`config.mk`:
```
export PLATFORM = sky130hd
export DESIGN_NAME = fb_scanout_ctl
export DESIGN_NICKNAME = d
export VERILOG_FILES = /design/src/rtl/fb_scanout_ctl.sv
export SDC_FILE = /design/constraint.sdc
export NUM_CORES = 1
export LEC_CHECK = 0
export CORE_UTILIZATION = 50
export CTS_CLUSTER_DIAMETER = 50
export CTS_CLUSTER_SIZE = 25
export DETAILED_ROUTE_END_ITERATION = 10
export GPL_ROUTABILITY_DRIVEN = 0
export PLACE_DENSITY = 0.77
export SLEW_MARGIN = 15
export SYNTH_ARGS = -nofsm -noshare
export SYNTH_HDL_FRONTEND = slang
export SYNTH_SLANG_ARGS = --single-unit
```
`constraint.sdc`:
```
create_clock -name clk -period 6.5 [get_ports clk]
set_clock_uncertainty 0.1 [all_clocks]
set_input_delay 0.975 -clock clk [delete_from_list [all_inputs] [get_ports clk]]
set_output_delay 0.975 -clock clk [all_outputs]
set_load 0.02 [all_outputs]
```
`src/rtl/fb_scanout_ctl.sv`:
```
// fb_scanout_ctl: per-frame scanout sequencer for the HDMI framebuffer path (AXI clock domain).
// Once per vblank edge it pulses the pixel FIFO reset, issues a DMA start, counts the returned
// beats, and applies any pending framebuffer page flip. It also keeps frame and short counters.
//
// Ports:
//   clk, reset          clock, asynchronous active-high reset
//   i_wr/i_wreg/i_wdata register write strobe, index, data
//   i_rreg/o_rdata      register read index, combinational read data
//   i_vsync             synchronized vblank level
//   i_valid             DMA reader beat valid
//   o_start             one-cycle DMA start pulse
//   o_baseaddr          DMA base address (current base)
//   o_burst_count       DMA burst count latched at frame start
//   o_fifo_reset        pixel FIFO reset (FLUSH state)
//   o_busy              high in FLUSH, START, RUN
//   o_irq               one-cycle pulse when a pending flip is applied
module fb_scanout_ctl #(
  parameter logic [31:0] ADDR_RESET      = 32'h1000_0000,
  parameter logic [31:0] BURSTS_RESET    = 32'd36000,
  parameter int unsigned BEATS_PER_BURST = 16,
  parameter int unsigned FLUSH_CYCLES    = 4
) (
  input  logic        clk,
  input  logic        reset,
  input  logic        i_wr,
  input  logic [1:0]  i_wreg,
  input  logic [31:0] i_wdata,
  input  logic [1:0]  i_rreg,
  output logic [31:0] o_rdata,
  input  logic        i_vsync,
  input  logic        i_valid,
  output logic        o_start,
  output logic [31:0] o_baseaddr,
  output logic [31:0] o_burst_count,
  output logic        o_fifo_reset,
  output logic        o_busy,
  output logic        o_irq
);

  localparam int unsigned   FCW        = (FLUSH_CYCLES > 1) ? $clog2(FLUSH_CYCLES) : 1;
  localparam logic [FCW-1:0] FLUSH_LAST = FCW'(FLUSH_CYCLES - 1);
  localparam logic [31:0]   BEATS      = 32'(BEATS_PER_BURST);

  typedef enum logic [2:0] {StIdle, StFlush, StStart, StRun, StDone} state_e;

  state_e          r_state, w_state_d;
  logic            r_vsync;
  logic            r_enable, w_enable_d;
  logic            r_pending, w_pending_d;
  logic [31:0]     r_cur_base, w_cur_base_d;
  logic [31:0]     r_pend_base, w_pend_base_d;
  logic [31:0]     r_burst_reg, w_burst_reg_d;
  logic [31:0]     r_burst_lat, w_burst_lat_d;
  logic [31:0]     r_beat_cnt, w_beat_cnt_d;
  logic [FCW-1:0]  r_flush_cnt, w_flush_cnt_d;
  logic [15:0]     r_frame_cnt, w_frame_cnt_d;
  logic [15:0]     r_short_cnt, w_short_cnt_d;
  logic            r_irq, w_irq_d;

  logic        w_edge;
  logic        w_busy;
  logic        w_last_beat;
  logic [31:0] w_target;
  logic [31:0] w_beat_inc;
  logic [15:0] w_frame_inc;
  logic [15:0] w_short_inc;

  assign w_edge      = i_vsync & ~r_vsync;
  assign w_busy      = (r_state == StFlush) || (r_state == StStart) || (r_state == StRun);
  assign w_target    = r_burst_lat * BEATS;
  assign w_beat_inc  = r_beat_cnt + 32'd1;
  assign w_last_beat = i_valid && (w_beat_inc == w_target);
  assign w_frame_inc = r_frame_cnt + 16'd1;
  assign w_short_inc = (r_short_cnt == 16'hFFFF) ? r_short_cnt : r_short_cnt + 16'd1;

  always_comb begin
    w_state_d     = r_state;
    w_enable_d    = r_enable;
    w_pending_d   = r_pending;
    w_cur_base_d  = r_cur_base;
    w_pend_base_d = r_pend_base;
    w_burst_reg_d = r_burst_reg;
    w_burst_lat_d = r_burst_lat;
    w_beat_cnt_d  = r_beat_cnt;
    w_flush_cnt_d = r_flush_cnt;
    w_frame_cnt_d = r_frame_cnt;
    w_short_cnt_d = r_short_cnt;
    w_irq_d       = 1'b0;

    unique case (r_state)
      StIdle, StDone: begin
        if (w_edge) begin
          if (r_enable) begin
            w_state_d     = StFlush;
            w_burst_lat_d = r_burst_reg;
            w_beat_cnt_d  = '0;
            w_flush_cnt_d = '0;
            if (r_pending) begin
              w_cur_base_d = r_pend_base;
              w_pending_d  = 1'b0;
              w_irq_d      = 1'b1;
            end
          end else begin
            w_state_d = StIdle;
          end
        end
      end
      StFlush: begin
        if (r_flush_cnt == FLUSH_LAST) begin
          // An empty frame never starts the DMA but still counts as completed.
          if (r_burst_lat == 32'd0) begin
            w_state_d     = StDone;
            w_frame_cnt_d = w_frame_inc;
          end else begin
            w_state_d = StStart;
          end
        end else begin
          w_flush_cnt_d = r_flush_cnt + FCW'(1);
        end
      end
      StStart: w_state_d = StRun;
      StRun: begin
        if (i_valid) begin
          w_beat_cnt_d = w_beat_inc;
        end
        if (w_last_beat) begin
          w_state_d     = StDone;
          w_frame_cnt_d = w_frame_inc;
        end else if (w_edge) begin
          // The reader cannot be aborted: record the overrun and keep draining.
          w_short_cnt_d = w_short_inc;
        end
      end
      default: w_state_d = StIdle;
    endcase

    // Writes are applied last so a clear beats a same-cycle increment and a base
    // write arriving with the edge stays pending for the following frame.
    if (i_wr) begin
      unique case (i_wreg)
        2'd0: begin
          w_enable_d = i_wdata[0];
          if (i_wdata[1]) begin
            w_frame_cnt_d = '0;
            w_short_cnt_d = '0;
          end
        end
        2'd1: begin
          w_pend_base_d = i_wdata;
          w_pending_d   = 1'b1;
        end
        2'd2: w_burst_reg_d = i_wdata;
        default: ;
      endcase
    end
  end

  always_ff @(posedge clk or posedge reset) begin
    if (reset) begin
      r_state     <= StIdle;
      r_vsync     <= 1'b0;
      r_enable    <= 1'b0;
      r_pending   <= 1'b0;
      r_cur_base  <= ADDR_RESET;
      r_pend_base <= ADDR_RESET;
      r_burst_reg <= BURSTS_RESET;
      r_burst_lat <= BURSTS_RESET;
      r_beat_cnt  <= '0;
      r_flush_cnt <= '0;
      r_frame_cnt <= '0;
      r_short_cnt <= '0;
      r_irq       <= 1'b0;
    end else begin
      r_state     <= w_state_d;
      r_vsync     <= i_vsync;
      r_enable    <= w_enable_d;
      r_pending   <= w_pending_d;
      r_cur_base  <= w_cur_base_d;
      r_pend_base <= w_pend_base_d;
      r_burst_reg <= w_burst_reg_d;
      r_burst_lat <= w_burst_lat_d;
      r_beat_cnt  <= w_beat_cnt_d;
      r_flush_cnt <= w_flush_cnt_d;
      r_frame_cnt <= w_frame_cnt_d;
      r_short_cnt <= w_short_cnt_d;
      r_irq       <= w_irq_d;
    end
  end

  assign o_start       = (r_state == StStart);
  assign o_fifo_reset  = (r_state == StFlush);
  assign o_busy        = w_busy;
  assign o_irq         = r_irq;
  assign o_baseaddr    = r_cur_base;
  assign o_burst_count = r_burst_lat;

  always_comb begin
    o_rdata = '0;
    unique case (i_rreg)
      2'd0: o_rdata = {r_frame_cnt, 13'd0, r_pending, w_busy, r_enable};
      2'd1: o_rdata = r_cur_base;
      2'd2: o_rdata = r_pend_base;
      2'd3: o_rdata = {16'd0, r_short_cnt};
      default: ;
    endcase
  end

endmodule

```
-- After elaboration in Yosys (flattened, before gate mapping)
Cells that the tools add are included.
- logic and storage cells: 93
- input bits: 41
- bits in registers: 201
- multiplexer cells: 38
- reductions and logical operators: 18
- bitwise operators: 2
- $add $sub $neg: 4
- eq/ne operators: 18
- operator list (kind ; count):
    two-way mux 16 bit ; 13
    one-hot mux 32 bit (4 select lines) ; 1
    two-way mux 32 bit ; 3
    one-hot mux 32 bit (2 select lines) ; 1
    adder 16 x 1 -> 16 bit (second input constant) ; 2
    adder 32 x 1 -> 32 bit (second input constant) ; 1
    equality test 32 bit ; 1
    logical NOT 32 bit ; 1
    one-hot mux 16 bit (2 select lines) ; 1
    equality test 16 bit (second input constant) ; 1
    two-way mux 3 bit ; 4
    one-hot mux 3 bit (4 select lines) ; 1
    AND reduction 4 bit ; 3
    two-way mux 1 bit ; 10
    != test 2 bit (second input constant) ; 5
    equality test 2 bit (second input constant) ; 4
    equality test 3 x 2 -> 1 bit (second input constant) ; 2
    two-way mux 2 bit ; 3
    AND reduction 2 bit ; 3
    AND reduction 3 bit ; 2
    equality test 2 x 1 -> 1 bit (second input constant) ; 2
    logical NOT 2 bit ; 2
    one-hot mux 2 bit (2 select lines) ; 1
    nonzero test 2 bit ; 2
    10 further kinds ; 11

-- Depth between registers and ports, before layout
Gate-level depths: netlist (run 1).
- depth after elaboration: 8
- mapped depth: 13
- depth with buffers taken out: 10

-- Worst setup path after synthesis (run 1)
No wires, ideal clock.
- path kind: input to output
- from: input port i_rreg[1]
- to: output port o_rdata[22]
- stages: 5
- arrival time: 2720 ps
- slack: 2705 ps
- path buffers: 3
- required time: 5425 ps
- path through: clkbuf_1 buf_1 clkbuf_1 mux2i_1 o21ai_0
- cells in the longest elaborated chain, start to end: 2
- ends and longest elaborated chain (element ; RTL line ; RTL):
    start, declared ; 28 ; input logic [1:0] i_rreg,
    equality test 2 bit, or another cell as far along ; 199 ; unique case (i_rreg)
    one-hot mux 32 bit (4 select lines) (*) ; 199 ;
    end, declared ; 29 ; output logic [31:0] o_rdata,
Mark *: on every way between the ends. The rest lies on a longest branch, timed or not.

-- Final worst setup path (run 1)
- from: input port i_rreg[0]
- to: output port o_rdata[4]
The elaborated chain is that of the path after synthesis.

==> results of run 1 <==
[through the flow]
stage / util (%) / instance area, µm² / total power (W) / std cells / setup slack, ps
floorplan: - / 10600 / 0.00286 / 1065 / 2710
global placement: 59.4 / 12100 / 0.00360 / 1425 / 1900
detailed placement: 59.4 / 12100 / 0.00364 / 1425 / 1730
CTS: 64.0 / 13100 / 0.00519 / 1473 / 1620
global route: 64.1 / 13100 / 0.00540 / 1473 / 1630
finish: 64.1 / 13100 / 0.00517 / 1473 / 1880
[Yosys cell counts (all sizes together) (2+ instances only)]
cell type	count	area, µm²
or2	2	12.5
o41ai	4	35.0
nor2b	4	25.0
nor4	18	140
and4	6	52.6
mux4	3	67.6
and2	7	43.8
a21o	7	52.6
xor2	9	78.8
nand2	175	657
nor2	50	188
and3	21	131
nand2b	6	37.5
o21bai	2	15.0
o31ai	15	113
xnor2	30	263
mux2	110	1240
clkbuf	48	181
nor4b	3	26.3
ha	4	50.1
a21oi	44	220
o21ai	78	390
nand3	29	150
nor3b	2	15.0
a211oi	5	37.5
or3	17	106
or4	9	71.3
a22o	15	131
nand4	28	188
inv	19	71.3
mux2i	19	190
a31o	2	17.5
nand3b	3	22.5
dfrtp	189	4730
nor3	23	120
a31oi	7	43.8
dfstp	12	315
buf	14	68.8
[worst max-delay path: stages]
cell and delay (ps):
clkdlybuf4s50_1 650, nor2b_1 1000, a22o_1 300, clkdlybuf4s50_1 610
[cell families after synthesis]
group	after synthesis	share of synthesized area, %
adder cells (fa/ha/maj)	4	0.475
buffers and inverters	81	3.05
multiplexers	132	14.2
AND/OR/NAND/NOR	409	19.4
AO/OA/AOI/OAI	198	11.6
XOR/XNOR	40	3.45
flip-flops	201	47.8
[cell usage in the layout, fill, tap and decap left out, drive strengths merged, types with 19 or more instances in the layout]
cell	instances
dfrtp	189
nand2	175
clkdlybuf4s50	139
mux2	110
o21ai	78
nor2	50
a21oi	44
xnor2	30
nand3	29
clkbuf	28
nand4	28
inv	28
nor3	23
and3	21
mux2i	19
[routing by layer]
metal / global-route usage (%) / routed length, µm / part of all wire, %
met1: 37.5 / 12700 / 43
met2: 45.1 / 14400 / 49
met3: 3.23 / 1570 / 5.3
met4: 8.09 / 733 / 2.5
met5: 0 / 0 / 0
[path summary, 6_finish.rpt]
check / to / slack, ps / depth (start not counted)
worst max-delay path: o_rdata[4] / 1880 / 4
worst min-delay path: o_burst_count[10] / 360 / 2
worst max register to register: r_short_cnt[2] / 1880 / 10
worst min register to register: o_burst_count[10] / 360 / 2
max in group asynchronous: r_frame_cnt[6] / 4240 / 3
min in group asynchronous: o_burst_count[8] / 760 / 2
[power by group]
| part | internal, W | total [W] | switching [W] |
|---|---|---|---|
| clock network | 0.000861 | 0.00153 | 0.000669 |
| logic | 0.000841 | 0.00173 | 0.000888 |
| registers | 0.00156 | 0.00192 | 0.000355 |
| total | 0.00326 | 0.00517 | 0.00191 |
[final cells by class]
cell class                      count  share of cell area (%)
Tap cell                          270                    2.58
Clock buffer                       28                    5.27
Multi-Input combinational cell    783                    39.7
Inverter                           19                   0.573
Clock inverter                     20                    1.95
Timing Repair Buffer              152                    11.4
Sequential cell                   201                    38.5
==> out/results.tsv, run 1 <==
stage	metric	value	unit
status	run_status	finished, final reports clean	
synthesis	mappedNetlistNets	1110	
global_routing	grt_pass1_vias	8521	
synthesis	post_syn_area_per_cell	9.90	µm²
min_path	worstHoldPathType	register to register	
floorplanning	floorplan.io_pins	141	
sta	pin_slew_with_the_least_headroom_to_its_limit	1160	ps
synthesis	number_of_warnings_issued_by_yosys	0	
sta	tns_setup	0	ps
synthesis	synth_cell_type_count	77	
detailed_routing	dr_total_vias	8864	
floorplanning	rows	52	
cells_and_area	n_antenna_cell	0	
power_and_ir_drop	vdd.ir_drop.worst	0.220	mV
sta	worst_hold_slack	358	ps
floorplanning	fp.dieArea	0.0217	mm²
min_path	worst_hold_startpoint	r_burst_reg[10]	
global_routing	remaining_global_route_overflow	0	
synthesis	netlist_instances	1065	
sta	final_min_period_over_clock_period	71.1	%
synthesis	dominantRegCellSynth	dfrtp_1	
clock_tree	post_cts_buffers	0	
critical_path	critPathMaxFanout	13	
critical_path	critPathCaptureType	primary output	
sta	slew_viol_final	0	
detailed_routing	drt_first_iter_violations	812	
sta	min_period	4620	ps
clock_tree	clock-root-buffer	clkbuf_16	
sta	final-setup-viol-count	0	
placed_design	placement.io_buffers	140	
critical_path	crit_start	i_rreg[0]	
global_routing	antenna_violations_before_repair	0	
critical_path	reg2reg_from	r_beat_cnt[0]	
floorplanning	die_width	147	µm
clock_tree	tritoncts.num_buffers	26	
detailed_routing	routed_wirelength	29.4	mm
cells_and_area	fillCellCount	1655	
run	max_cap_violations	0	
synthesis	ys_seq_elements	201	
critical_path	cp-start-kind	input port	
floorplanning	starting_density	51.6	%
cells_and_area	register_area	0.00504	mm²
sta	timing.slew.headroom	22.3	%
synthesis	syn-cell-area	0.0105	mm²
critical_path	crit_required	5420	ps
placed_design	hpwl	20.2	mm
global_routing	grt_first_pass_wirelength	46.6	mm
sta	max_clock_freq	216	MHz
critical_path	timing.setup.critical_path_class	input port to primary output	
detailed_routing	drt_drc_violations_left	0	
detailed_routing	drtPass1Iterations	5	
sta	hold_viol	0	
floorplanning	fp.dieH	147	µm
cells_and_area	design.final.nets	1228	
global_routing	grt.total_usage	27.2	%
clock_tree	worst_skew_pair.late_latency	540	ps
clock_tree	post_cts_resized	0	
global_routing	maximum_number_of_pins_on_one_net_before_global_route_repair	178	
clock_tree	tritoncts	yes	
floorplanning	core	0.0204	mm²
clock_tree	cts.hold.buffers_added	0	
cells_and_area	multi_input_logic_area	0.00519	mm²
clock_tree	clkTransAtPathRegs	60	ps
cells_and_area	flow.area_growth_from_synthesis	24.1	%
synthesis	synth_edf_count	0	
detailed_routing	drtAntennaViolNets	0	
critical_path	crit_arrival	3540	ps
detailed_routing	detail_route.vias_per_cell	6.02	
power_and_ir_drop	power.static_leakage	5.59	nW
clock_tree	cts.path.max_buffers	3	
synthesis	part_of_the_yosys_area_used_for_sequential_elements	47.8	%
clock_tree	cts.htree.levels	1	
power_and_ir_drop	power.density	395	mW/mm²
clock_tree	tritoncts_num_sinks	201	
synthesis	postSynth.asyncResetShare	100	%
sta	unrepaired_setup_endpoints_after_global_routing	no	
detailed_routing	wire_per_inst	20.0	µm
cells_and_area	layout-drive-gt1-share	16.5	%
Power figures use the tool's default switching activity.
==> run 2: changes to the inputs <==
- CORE_UTILIZATION: 50 -> 56
- PLACE_DENSITY: 0.77 -> 0.82
- clock period: 6.5 -> 4.6 ns (I/O delays scaled with it)
==> run 2 against run 1 <==
  * The flow now finishes with violations (DRC)
  * Count of clock-buffer cells in the layout decreased by 2
  * Clock power increased by 20%
  * Via count increased by 1.2%
  * Critical path depth increased by 7
  * Highest routed layer unchanged
==> out/results.tsv, run 2 (synthesis results as in run 1) <==
stage	metric	value	unit	change
status	run_status	complete, but fails checks		was finished, final reports clean
critical_path	critPathCaptureType	register		was primary output
power_and_ir_drop	vdd.ir_drop.worst	0.343	mV	was 0.220 mV
global_routing	antenna_violations_before_repair	0		unchanged
critical_path	critical_path.endpoint	r_frame_cnt[8]		was o_rdata[4]
clock_tree	tritoncts_num_sinks	201		unchanged
sta	timing.slew.headroom	32.6	%	was 22.3%
clock_tree	post_cts_resized	0		unchanged
global_routing	remaining_global_route_overflow	0		unchanged
cells_and_area	layout_commonest_cell	dfrtp_1		unchanged
floorplanning	fp.dieArea	0.0194	mm²	was 0.0217 mm²
detailed_routing	drt_drc_violations_left	3		was 0
global_routing	use_met2	47.0	%	was 45.1%
critical_path	timing.setup.critical_path_class	register to register		was input port to primary output
global_routing	grt_first_pass_wirelength	45.7	mm	was 46.6 mm
cells_and_area	final_cell_mix	dfrtp_1 (189), nand2_1 (175), clkdlybuf4s50_1 (139)		unchanged
clock_tree	cts.htree.levels	1		unchanged
floorplanning	floorplan.io_pins	141		unchanged
clock_tree	tritoncts	yes		unchanged
sta	tns_setup	0	ps	unchanged
detailed_routing	drtPass1Iterations	11		was 5
floorplanning	rows	49		was 52
clock_tree	clkTransAtPathRegs	80	ps	was 60 ps
cells_and_area	flow.area_growth_from_synthesis	22.5	%	was 24.1%
critical_path	crit_arrival	4600	ps	was 3540 ps
power_and_ir_drop	netSwitchingFraction	36.5	%	was 36.9%
placed_design	hpwl	19.3	mm	was 20.2 mm
floorplanning	die_width	139	µm	was 147 µm
clock_tree	clock-root-buffer	clkbuf_16		unchanged
placed_design	placement.io_buffers	140		unchanged
detailed_routing	routed_wirelength	28.1	mm	was 29.4 mm
critical_path	worstRegToRegCells	11		was 10
sta	worst_hold_slack	356	ps	was 358 ps
status	violations	DRC		
global_routing	globalRouteMet3Util	3.82	%	was 3.23%
clock_tree	cts.hold.buffers_added	0		unchanged
sta	pin_slew_with_the_least_headroom_to_its_limit	1010	ps	was 1160 ps
sta	slew_viol_final	0		unchanged
critical_path	setup.reg_to_reg.worst_slack	330	ps	was 1880 ps
detailed_routing	drt_first_iter_violations	861		was 812
critical_path	critical-path-slowest-cell	or4_1		was nor2b_1
detailed_routing	detail_route.vias_per_cell	6.27		was 6.02
sta	hold_viol	0		unchanged
global_routing	grt_pass1_vias	8609		was 8521
critical_path	cp_num_buf_inv	1		was 2
sta	unrepaired_setup_endpoints_after_global_routing	no		unchanged
power_and_ir_drop	power.density	540	mW/mm²	was 395 mW/mm²
power_and_ir_drop	power_report.internal_total	0.00443	W	was 0.00326 W
power_and_ir_drop	combPwrFrac	34.8	%	was 33.4%
cells_and_area	design.final.nets	1230		was 1228
critical_path	cp_cell_sequence	ha_1 > nand3_2 > nor4_2 > buf_4 > nand4_1 > nor4_1 > o2bb2ai_1 > a211oi_1 > a41oi_1 > or4_1 > a21oi_1		was clkdlybuf4s50_1 > nor2b_1 > a22o_1 > clkdlybuf4s50_1
power_and_ir_drop	power.switching	0.00255	W	was 0.00191 W
sta	max_clock_freq	234	MHz	
sta	min_period	4270	ps	
critical_path	crit_required	4930	ps	was 5420 ps
global_routing	grtUsageMet1	41.6	%	was 37.5%
floorplanning	fp.dieH	139	µm	was 147 µm
min_path	worstHoldPathType	register to register		unchanged
critical_path	r2r_end	r_frame_cnt[8]		was r_short_cnt[2]
run	max_cap_violations	0		unchanged
sta	final-setup-viol-count	0		unchanged
clock_tree	post_cts_buffers	0		unchanged
floorplanning	starting_density	57.9	%	was 51.6%
detailed_routing	wire_per_inst	19.7	µm	was 20.0 µm
sta	final_min_period_over_clock_period	92.8	%	
power_and_ir_drop	power.static_leakage	5.52	nW	was 5.59 nW
global_routing	grt.total_usage	29.4	%	was 27.2%
global_routing	maximum_number_of_pins_on_one_net_before_global_route_repair	81		was 178
critical_path	kind_of_cell_adding_the_most_delay_to_the_critical_path	simple AND/OR/NAND/NOR gates		was buffers and inverters
cells_and_area	n_antenna_cell	0		unchanged
critical_path	crit_start	r_beat_cnt[1]		was i_rreg[0]
power_and_ir_drop	seq_power_share	38.8	%	was 37.0%
critical_path	cp-start-kind	register		was input port
placed_design	dpl.cell_count	1390		was 1425
clock_tree	cts.path.max_buffers	3		unchanged
detailed_routing	drtAntennaViolNets	0		unchanged
critical_path	reg2reg_from	r_beat_cnt[1]		was r_beat_cnt[0]
global_routing	grt_most_used_layer	met2		unchanged
critical_path	crit_path_max_incr_delay	590	ps	was 1000 ps
cells_and_area	layout-drive-gt1-share	16.2	%	was 16.5%
detailed_routing	dr_total_vias	8967		was 8864
critical_path	crit_cells	11		was 4
critical_path	critPathMaxFanout	13		unchanged
cells_and_area	finish.cell_count_without_fillers	1430		was 1473
power_and_ir_drop	clock_power_share	26.4	%	was 29.6%
floorplanning	core	0.0182	mm²	was 0.0204 mm²
clock_tree	worst_skew_pair.late_latency	510	ps	was 540 ps
clock_tree	tritoncts.num_buffers	22		was 26
[run 2: changes by cell type in the layout (fill, tap and decap cells not counted)]
cell / before / now
buf_4: 11 / 15
clkbuf_16: 27 / 23
clkinv_8: 5 / 2
inv_12: 3 / 0
buf_12: 1 / 3
clkbuf_1: 0 / 2
clkinv_2: 2 / 0
clkinvlp_4: 2 / 3
inv_6: 4 / 5
nor2b_1: 3 / 4
nor2b_2: 1 / 0
nor4_2: 1 / 2
nor4_4: 2 / 1
[run 2: cell type report]
| type | count | area, µm² |
|---|---|---|
| fill | 1334 | 5290 |
| multi-input combinational | 783 | 5180 |
| sequential | 201 | 5040 |
| timing repair buffer | 158 | 1570 |
| clock buffer | 26 | 597 |
| tap | 229 | 287 |
| clock inverter | 14 | 164 |
| inverter | 19 | 75.1 |
[run 2: worst reg2reg max path, cell delays in order (launching register included)]
cell,delay (ps)
dfrtp_1,440
ha_1,280
nand3_2,210
nor4_2,320
buf_4,240
nand4_1,190
nor4_1,470
o2bb2ai_1,100
a211oi_1,490
a41oi_1,580
or4_1,590
a21oi_1,160
[run 2: worst min path at each step]
stage / cells after the start / start / endpoint / slack (ps)
finish: 2 / r_burst_reg[5] / o_burst_count[5] / 360
global route: 2 / r_burst_reg[7] / o_burst_count[7] / 380
CTS: 2 / r_burst_reg[5] / o_burst_count[5] / 350
detailed placement: 2 / r_burst_reg[5] / o_burst_count[5] / 340
global placement: 2 / r_burst_reg[7] / o_burst_count[7] / 340
floorplan: 2 / r_burst_reg[7] / o_burst_count[7] / 330
[run 2: metrics by stage]
stage	utilization, %	power, W	worst slack (ps)	instance area, µm²
final	70.9	0.00698	330	12900
after floorplan	-	0.00404	933	10600
after global routing	70.9	0.00730	22.2	12900
after global placement	66.8	0.00506	619	12200
after CTS	70.9	0.00699	458	12900
after detailed placement	66.8	0.00512	558	12200
[run 2: per-layer routing]
| layer | part of all wire [%] | routed length [µm] |
|---|---|---|
| met1 | 43 | 12100 |
| met2 | 48 | 13500 |
| met3 | 6.2 | 1750 |
| met4 | 2.8 | 782 |
| met5 | 0 | 0 |
[run 2: power groups by stage]
stage	Sequential, W	Combinational, W	Clock, W
final	0.00271	0.00243	0.00184
after CTS	0.00269	0.00243	0.00186
after detailed placement	0.00272	0.00240	0
after floorplan	0.00285	0.00120	0
after global placement	0.00270	0.00235	0
after global routing	0.00276	0.00261	0.00194
